### src/rtl/seg_scan_decoder.sv
// seg_scan_decoder
//   Watches a scanned, multiplexed seven-segment bus and turns it back into a
//   multi-digit hex value. It works as a loopback monitor for the display driver.
//   The last cycle of each digit dwell is decoded into a shadow frame. A frame
//   is complete once every digit position has been committed. The value is
//   published only after STABLE_CNT consecutive identical complete frames.
//
// Ports
//   clk          rising-edge system clock
//   rst          synchronous active-high reset
//   seg_in[6:0]  segment lines, active-high, bit0=a .. bit6=g
//   dig_sel      one-hot digit enable; all-zero is a blanking gap
//   value        published hex value, digit i at value[4i+3:4i]
//   value_valid  one-cycle pulse when value is updated
//   seg_error    one-cycle pulse on an undecodable pattern or a multi-hot select
module seg_scan_decoder #(
  parameter int DIGITS     = 4,
  parameter int STABLE_CNT = 3
) (
  input  logic                clk,
  input  logic                rst,
  input  logic [6:0]          seg_in,
  input  logic [DIGITS-1:0]   dig_sel,
  output logic [4*DIGITS-1:0] value,
  output logic                value_valid,
  output logic                seg_error
);

  localparam int RUN_W = (STABLE_CNT < 1) ? 1 : $clog2(STABLE_CNT + 1);
  localparam int IDX_W = (DIGITS > 1) ? $clog2(DIGITS) : 1;
  localparam logic [RUN_W-1:0]    RUN_MAX   = RUN_W'(STABLE_CNT);
  localparam logic [RUN_W-1:0]    RUN_ZERO  = {RUN_W{1'b0}};
  localparam logic [RUN_W-1:0]    RUN_ONE   = RUN_W'(1);
  localparam logic [DIGITS-1:0]   SEL_ZERO  = {DIGITS{1'b0}};
  localparam logic [DIGITS-1:0]   SEL_ALL   = {DIGITS{1'b1}};
  localparam logic [4*DIGITS-1:0] FRAME_ZERO = {(4*DIGITS){1'b0}};

  // Inverse of the hex-to-segment encoding: {valid, nibble}.
  function automatic logic [4:0] seg_decode(input logic [6:0] pat);
    logic [4:0] r;
    case (pat)
      7'h3F:   r = {1'b1, 4'h0};
      7'h06:   r = {1'b1, 4'h1};
      7'h5B:   r = {1'b1, 4'h2};
      7'h4F:   r = {1'b1, 4'h3};
      7'h66:   r = {1'b1, 4'h4};
      7'h6D:   r = {1'b1, 4'h5};
      7'h7D:   r = {1'b1, 4'h6};
      7'h07:   r = {1'b1, 4'h7};
      7'h7F:   r = {1'b1, 4'h8};
      7'h6F:   r = {1'b1, 4'h9};
      7'h77:   r = {1'b1, 4'hA};
      7'h7C:   r = {1'b1, 4'hB};
      7'h39:   r = {1'b1, 4'hC};
      7'h5E:   r = {1'b1, 4'hD};
      7'h79:   r = {1'b1, 4'hE};
      7'h71:   r = {1'b1, 4'hF};
      default: r = {1'b0, 4'h0};
    endcase
    return r;
  endfunction

  function automatic logic is_onehot(input logic [DIGITS-1:0] v);
    return (v != SEL_ZERO) && ((v & (v - 1'b1)) == SEL_ZERO);
  endfunction

  // Only meaningful for a one-hot input; OR-ing the set positions keeps it mux-free.
  function automatic logic [IDX_W-1:0] onehot_idx(input logic [DIGITS-1:0] v);
    logic [IDX_W-1:0] r;
    r = {IDX_W{1'b0}};
    for (int i = 0; i < DIGITS; i++) begin
      r = r | ({IDX_W{v[i]}} & IDX_W'(i));
    end
    return r;
  endfunction

  logic [DIGITS-1:0]   dig_sel_q, dig_sel_d;
  logic [6:0]          seg_q, seg_d;
  logic [4*DIGITS-1:0] shadow_q, shadow_d;
  logic [DIGITS-1:0]   seen_q, seen_d;
  logic [RUN_W-1:0]    run_q, run_d;
  logic [4*DIGITS-1:0] prev_frame_q, prev_frame_d;
  logic                published_q, published_d;
  logic [4*DIGITS-1:0] value_q, value_d;
  logic                value_valid_q, value_valid_d;
  logic                seg_error_q, seg_error_d;

  logic [4:0]          decoded_s;
  logic [IDX_W-1:0]    idx_s;
  logic [DIGITS-1:0]   seen_next_s;

  assign decoded_s   = seg_decode(seg_q);
  assign idx_s       = onehot_idx(dig_sel_q);
  assign seen_next_s = seen_q | dig_sel_q;

  // Dwell-end commit, frame assembly, stability run and publish decision.
  always_comb begin
    dig_sel_d     = dig_sel;
    seg_d         = seg_in;
    shadow_d      = shadow_q;
    seen_d        = seen_q;
    run_d         = run_q;
    prev_frame_d  = prev_frame_q;
    published_d   = published_q;
    value_d       = value_q;
    value_valid_d = 1'b0;
    seg_error_d   = 1'b0;
    if (dig_sel != dig_sel_q) begin
      if (dig_sel_q == SEL_ZERO) begin
        // End of a blanking gap: the segment lines carry nothing meaningful.
        seen_d = seen_q;
      end else if (!is_onehot(dig_sel_q)) begin
        seg_error_d = 1'b1;
        shadow_d    = FRAME_ZERO;
        seen_d      = SEL_ZERO;
        run_d       = RUN_ZERO;
      end else if (!decoded_s[4]) begin
        // Shadow is kept; clearing seen alone discards the frame.
        seg_error_d = 1'b1;
        seen_d      = SEL_ZERO;
        run_d       = RUN_ZERO;
      end else begin
        shadow_d[int'(idx_s)*4 +: 4] = decoded_s[3:0];
        if (seen_next_s == SEL_ALL) begin
          seen_d = SEL_ZERO;
          if (shadow_d == prev_frame_q) begin
            run_d = (run_q == RUN_MAX) ? RUN_MAX : run_q + 1'b1;
          end else begin
            run_d = RUN_ONE;
          end
          prev_frame_d = shadow_d;
          if ((run_d >= RUN_MAX) && (!published_q || (shadow_d != value_q))) begin
            value_d       = shadow_d;
            value_valid_d = 1'b1;
            published_d   = 1'b1;
          end else begin
            value_d = value_q;
          end
        end else begin
          seen_d = seen_next_s;
        end
      end
    end else begin
      seen_d = seen_q;
    end
  end

  // State and registered outputs.
  always_ff @(posedge clk) begin
    if (rst) begin
      dig_sel_q     <= SEL_ZERO;
      seg_q         <= 7'h00;
      shadow_q      <= FRAME_ZERO;
      seen_q        <= SEL_ZERO;
      run_q         <= RUN_ZERO;
      prev_frame_q  <= FRAME_ZERO;
      published_q   <= 1'b0;
      value_q       <= FRAME_ZERO;
      value_valid_q <= 1'b0;
      seg_error_q   <= 1'b0;
    end else begin
      dig_sel_q     <= dig_sel_d;
      seg_q         <= seg_d;
      shadow_q      <= shadow_d;
      seen_q        <= seen_d;
      run_q         <= run_d;
      prev_frame_q  <= prev_frame_d;
      published_q   <= published_d;
      value_q       <= value_d;
      value_valid_q <= value_valid_d;
      seg_error_q   <= seg_error_d;
    end
  end

  assign value       = value_q;
  assign value_valid = value_valid_q;
  assign seg_error   = seg_error_q;

endmodule

### config.mk
export PLATFORM = sky130hd
export DESIGN_NAME = seg_scan_decoder
export DESIGN_NICKNAME = d
export VERILOG_FILES = /design/src/rtl/seg_scan_decoder.sv
export SDC_FILE = /design/constraint.sdc
export NUM_CORES = 1
export LEC_CHECK = 0
export CORE_UTILIZATION = 45
export DETAILED_ROUTE_END_ITERATION = 8
export PLACE_DENSITY = 0.65
export RECOVER_POWER = 50
export SKIP_CTS_REPAIR_TIMING = 1
export SLEW_MARGIN = 5
export SYNTH_ARGS = -nofsm -noshare
export SYNTH_HDL_FRONTEND = slang
export SYNTH_SLANG_ARGS = --single-unit
### constraint.sdc
create_clock -name clk -period 6.75 [get_ports clk]
set_input_delay 0.675 -clock clk [delete_from_list [all_inputs] [get_ports clk]]
set_output_delay 0.675 -clock clk [all_outputs]
set_load 0.005 [all_outputs]
Word level (Yosys, flattened, before mapping) --
Cells that the tools add are included.
Cells by class: add/subtract/negate cells 3, $lt $le $gt $ge 1, equal/unequal tests 23, shifts and indexed selects 2, multiplexer cells 20, bitwise logic cells 9, reductions and logical operators 14
Operators with widths (count):
- 7-bit equality test, second input constant | 12
- 5-bit one-hot mux with 16 select lines | 1
- 4-bit negator with 33-bit output | 1
- 4-bit by 33-bit variable shift with 16-bit output, first input constant | 1
- 4-bit by 33-bit indexed part select with 16-bit output | 1
- 16-bit 2-to-1 mux | 2
- 2-bit 2-to-1 mux | 10
- 16-bit bitwise mux | 1
- 16-bit equality test | 1
- 16-bit inequality test | 1
- 7-bit by 3-bit equality test with 1-bit output, second input constant | 2
- 7-bit by 6-bit equality test with 1-bit output, second input constant | 2
- 4-bit 2-to-1 mux | 3
- 4-bit logical NOT | 2
- 3-bit AND reduction | 2
- 6-bit AND reduction | 1
- 6-bit OR reduction | 1
- 1-bit NOT | 5
- 5-bit AND reduction | 1
- 4-bit bitwise AND | 1
- 4-bit equality test, second input constant | 1
- 4-bit inequality test | 1
- 4-bit bitwise OR | 1
- 4-bit nonzero test | 1
- other kinds (14) | 17
Word-level totals: bits in registers 68, output and inout port bits 18, logic and storage cells 82

Logic depth before layout (Yosys ltp) --
depth in word-level cells 15, depth in mapped cells 14, depth with buffers taken out 11

Worst setup path before layout --
OpenSTA, ideal clock, no wires.
path type reg-to-reg, start register dig_sel_q[3], end register value_q[12] (netlist: value[12]), library setup time 0.121 ns, data arrival time 3.453 ns, required time 6.629 ns, slack 3.176 ns, stages on the path, launching flop included 13, path buffers 3, clock period less this slack 3.574 ns, path through dfxtp_1 > buf_2 > or2_2 > ha_1 > and3_1 > nand2_1 > clkbuf_1 > o311ai_0 > or4_1 > or3_1 > a2111oi_2 > buf_6 > mux2_4
Between the ends: cells in the longest elaborated chain, start to end 14, elaborated cells on any way between the ends 27, those cells by class add/sub (2); order compare (1); eq/ne (4); shift (2); mux (7); bitwise (4); reduce/logical (7)
RTL lines:
- start: declaration | line 77 | logic [DIGITS-1:0] dig_sel_q, dig_sel_d;
- start signal: assignment | line 162 | dig_sel_q <= dig_sel_d;
- 2-bit bitwise OR | line 72 | r = r | ({IDX_W{v[i]}} & IDX_W'(i));
- 4-bit negator with 33-bit output | line 123 | shadow_d[int'(idx_s)*4 +: 4] = decoded_s[3:0];
- 4-bit by 33-bit indexed part select with 16-bit output / 4-bit by 33-bit variable shift with 16-bit output (equally long branches) | line 123
- 16-bit bitwise mux | line 123
- 16-bit equality test | line 126 | if (shadow_d == prev_frame_q) begin
- 2-bit 2-to-1 mux | line 126
- 2-bit 2-to-1 mux | line 124 | if (seen_next_s == SEL_ALL) begin
- 2-bit 2-to-1 mux | line 117 | end else if (!decoded_s[4]) begin
- 2-bit 2-to-1 mux | line 112 | end else if (!is_onehot(dig_sel_q)) begin
- 2-bit 2-to-1 mux | line 109 | if (dig_sel_q == SEL_ZERO) begin
- 2-bit 2-to-1 mux | line 108 | if (dig_sel != dig_sel_q) begin
- 2-bit >= comparator | line 132 | if ((run_d >= RUN_MAX) && (!published_q || (shadow_d != value_q))) begin
- 1-bit logical AND | line 132
- 6-bit AND reduction (no line)
- end signal: assignment | line 169 | value_q <= value_d;
- end: declaration | line 84 | logic [4*DIGITS-1:0] value_q, value_d;
Several ways; a longest one is shown, not always the timed one. The select of a mux whose other input is x is not followed. A chain may end at the register's enable or synchronous reset.

Worst setup path after layout --
start register seg_q[4], end register published_q
Between the ends: cells in the longest elaborated chain, start to end 14, elaborated cells on any way between the ends 31, those cells by class order compare (1); eq/ne (18); shift (1); mux (8); reduce/logical (3)
RTL lines:
- start: declaration | line 78 | logic [6:0] seg_q, seg_d;
- start signal: assignment | line 163 | seg_q <= seg_d;
- 7-bit equality test, or another cell as far along | line 41 | case (pat)
- 5-bit one-hot mux with 16 select lines (*) | line 41
- 4-bit by 33-bit indexed part select with 16-bit output | line 123
- 16-bit bitwise mux | line 123
- 16-bit equality test | line 126
- 2-bit 2-to-1 mux | line 126
- 2-bit 2-to-1 mux | line 124
- 2-bit 2-to-1 mux | line 117
- 2-bit 2-to-1 mux | line 112
- 2-bit 2-to-1 mux | line 109
- 2-bit 2-to-1 mux | line 108
- 2-bit >= comparator | line 132
- 1-bit logical AND | line 132
- 6-bit AND reduction (no line) (*)
- end signal: assignment | line 168 | published_q <= published_d;
- end: declaration | line 83 | logic published_q, published_d;
Mark *: on every way between the ends. The rest lies on a longest branch, timed or not. The select of a mux whose other input is x is not followed.

==> impl_summary.txt <==
----------------------------------------------------
[STA]
  Ratio of final minimum period to clock period ... 0.628
  Count of final setup violators ... 0
  Sum Neg Setup Slack ... 0 ps
  F_max ... 236 MHz
  Min setup slack post-route ... 2510 ps
  Unrepaired setup endpoints after global routing ... false
  Final number of max-transition violations ... 82
  Final critical delay including setup and external delays ... 4240 ps
  Worst slew margin relative to its limit ... -1.00
  Tightest Pin Transition ... 3000 ps
  Worst Skew ... 13.9 ps
  Final hold viol count ... 0

[Synth]
  Leading register cell type out of synthesis ... dfxtp_1
  Average cell area after synthesis ... 7.88 sq um
  Ys async rst share ... 0
  Net count after synthesis ... 568
  Post-synthesis register bit count ... 68
  EDFF count, synth ... 0
  Sequential share of the synthesized area ... 0.314
  Post-synthesis cell type count ... 72
  Post-synth design cell area ... 4330 sq um
  Synthesized instance count ... 550
  Synthesis warning total ... 0

[Clock tree]
  Clock Pin Slew Worst Setup and Hold Paths ... 80 ps
  Skew-Pair Late Insertion Delay ... 360 ps
  Clk sinks ... 68
  TritonCTS clock tree ... built
  Number of buffers added by the clock tree synthesis step ... 9
  Total number of H-tree levels ... 3
  Largest buffer count on any clock path ... 2
  CTS root buffer ... clkbuf_8

[Die]
  Die area ... 10000 sq um
  I/O pins ... 31
  Core Area ... 9280 sq um
  Initial Util ... 0.467
  Number of placement rows ... 35
  Vertical extent of the die ... 100 microns
  Die W ... 100 microns

[Pwr]
  Total net switching power ... 0.232 mW
  Switching fraction of total power ... 0.288
  PD cells ... 167 nW/um^2
  Internal Pwr Total ... 0.572 mW
  Clock network fraction of design power ... 0.392
  Leakage power of the design ... 1.74 nW
  Flop pwr share ... 0.518
  IR drop worst, VDD ... 107 uV
  Combinational group share of total power ... 0.090

[Run status]
  Violated checks ... capacitance limit, slew limit
  Status ... complete, but fails checks

[Run]
  Max_cap viols ... 1

[Global routing]
  Global-route wire length before repair ... 23.2 mm
  Initial antenna violation count ... 0
  Pin count of the biggest net entering global routing ... 82
  Remaining global-route overflow ... 0
  Global-route usage over all layers ... 0.306
  Vias in the first global route ... 4165

[Detailed routing]
  Drt total wl ... 14.4 mm
  Antenna viol nets, final ... 0
  Wire per inst ... 20.8 microns
  Residual DRC count ... 0
  Initial DRC count ... 470
  Via count ... 4334
  Length of the first detailed-routing pass in iterations ... 5
  Vias per Instance ... 6.23

[Setup path]
  Crit Path Class ... reg -> reg
  Data arrival time of the critical path ... 4350 ps
  Maximum fanout count along the critical path ... 13
  WP data required ... 6850 ps
  Element type at the critical path end ... register
  Launching element type of the critical path ... register

[Finish]
  Share of layout cells above drive strength 1 ... 0.0653
  Commonest cells after routing, fill and taps aside ... dfxtp_1, nor2_1, nand2b_1
  Most common cell after layout, fill and taps aside ... dfxtp_1
  Synthesis-to-layout area growth ... 11.1%
  Non-filler cells, final ... 696
  Diodes inserted ... 0
  Fill cells ... 935
  Nets ... 580

[Placement]
  Number of buffers inserted by port buffering ... 30
  Gpl congestion ... 1.02
  Detailed placement HPWL ... 10.7 mm
  Number of placed instances with taps included ... 680
  Place WS ... 2670 ps

[Hold path]
  Worst min path class ... reg -> reg

----------------------------------------------------
## power groups by stage
stage          clock [mW]  sequential, mW  combinational, mW
2_1_floorplan           0           0.417             0.0596
3_3_place_gp            0           0.425             0.0700
3_5_place_dp            0           0.426             0.0715
4_1_cts             0.322           0.416             0.0721
5_1_grt             0.341           0.418             0.0798
6_report            0.316           0.417             0.0723
## stage by stage
stage | area, sq um | power, mW | utilization | hold slack [ps]
finish | 4810 | 0.805 | 0.518 | 474
global route | 4810 | 0.838 | 0.518 | 493
CTS | 4820 | 0.810 | 0.520 | 472
detailed placement | 4650 | 0.497 | 0.501 | 461
global placement | 4650 | 0.495 | 0.501 | 458
floorplan | 4330 | 0.477 | - | 422
## per-layer routing
| metal | wire (microns) | global-route usage | vias to the layer above | part of all wire |
|---|---|---|---|---|
| met5 | 0 | 0 | - | 0 |
| met4 | 348 | 0.108 | 0 | 0.024 |
| met3 | 1130 | 0.0606 | 33 | 0.078 |
| met2 | 6330 | 0.467 | 202 | 0.44 |
| met1 | 6640 | 0.429 | 2065 | 0.46 |
| li1 | - | - | 2034 | - |
## sequential cells by signal, indices dropped and copies added, names as in the netlist
signal / count
dig_sel_q: 4
prev_frame_q: 16
published_q: 1
run_q: 2
seen_q: 4
seg_error: 1
seg_q: 7
shadow_q: 16
value: 16
value_valid: 1
## logic make-up (layout without fill, tap and decap cells)
logic type	after synthesis	in the layout	share of synthesized area
AOI/OAI and AO/OA	147	147	0.241
and+or+nand+nor	251	251	0.312
DFF	68	68	0.314
adders and majority gates	5	5	0.0144
muxes	20	20	0.0474
buffers and inverters	51	68	0.0549
xor gates and xnor gates	8	8	0.0162
## worst paths after layout
check,start,to,slack (ps),cells past startpoint
min reg2reg,published_q,published_q,470,2
max reg2reg,seg_q[4],published_q,2510,7
max,seg_q[4],published_q,2510,7
min,published_q,published_q,470,2
## worst max-delay path, stage by stage, from the launching register on
cell,delay (ps)
dfxtp_1,570
and4bb_2,320
and3_1,300
nor3_1,1080
o21ai_1,510
o2111ai_1,580
a2111o_1,500
a21oi_1,120
## Yosys cell counts, types with 7 or more instances
cell type	n	area share
a22oi_1	22	0.038
nor2_1	66	0.057
nand4_1	11	0.016
nor3_1	15	0.017
a211oi_1	10	0.017
nand3_1	10	0.012
inv_1	18	0.016
dfxtp_1	68	0.31
nand2b_1	51	0.074
a21oi_1	17	0.020
o21ai_0	23	0.027
clkbuf_1	20	0.017
mux2i_1	19	0.044
o22ai_1	17	0.025
nor2b_1	13	0.019
nand2_1	34	0.029
buf_2	7	0.0081
## layout make-up
type	instances	area [sq um]	area share
clock buffers	9	124	0.0257
clock inverters	7	51.3	0.0107
inverters	18	67.6	0.0140
multi-input cells	431	2730	0.567
flip-flops and latches	68	1360	0.283
well taps	129	161	0.0336
repair buffers	34	318	0.0661
Note: power is estimated with default switching activity, not from simulation.
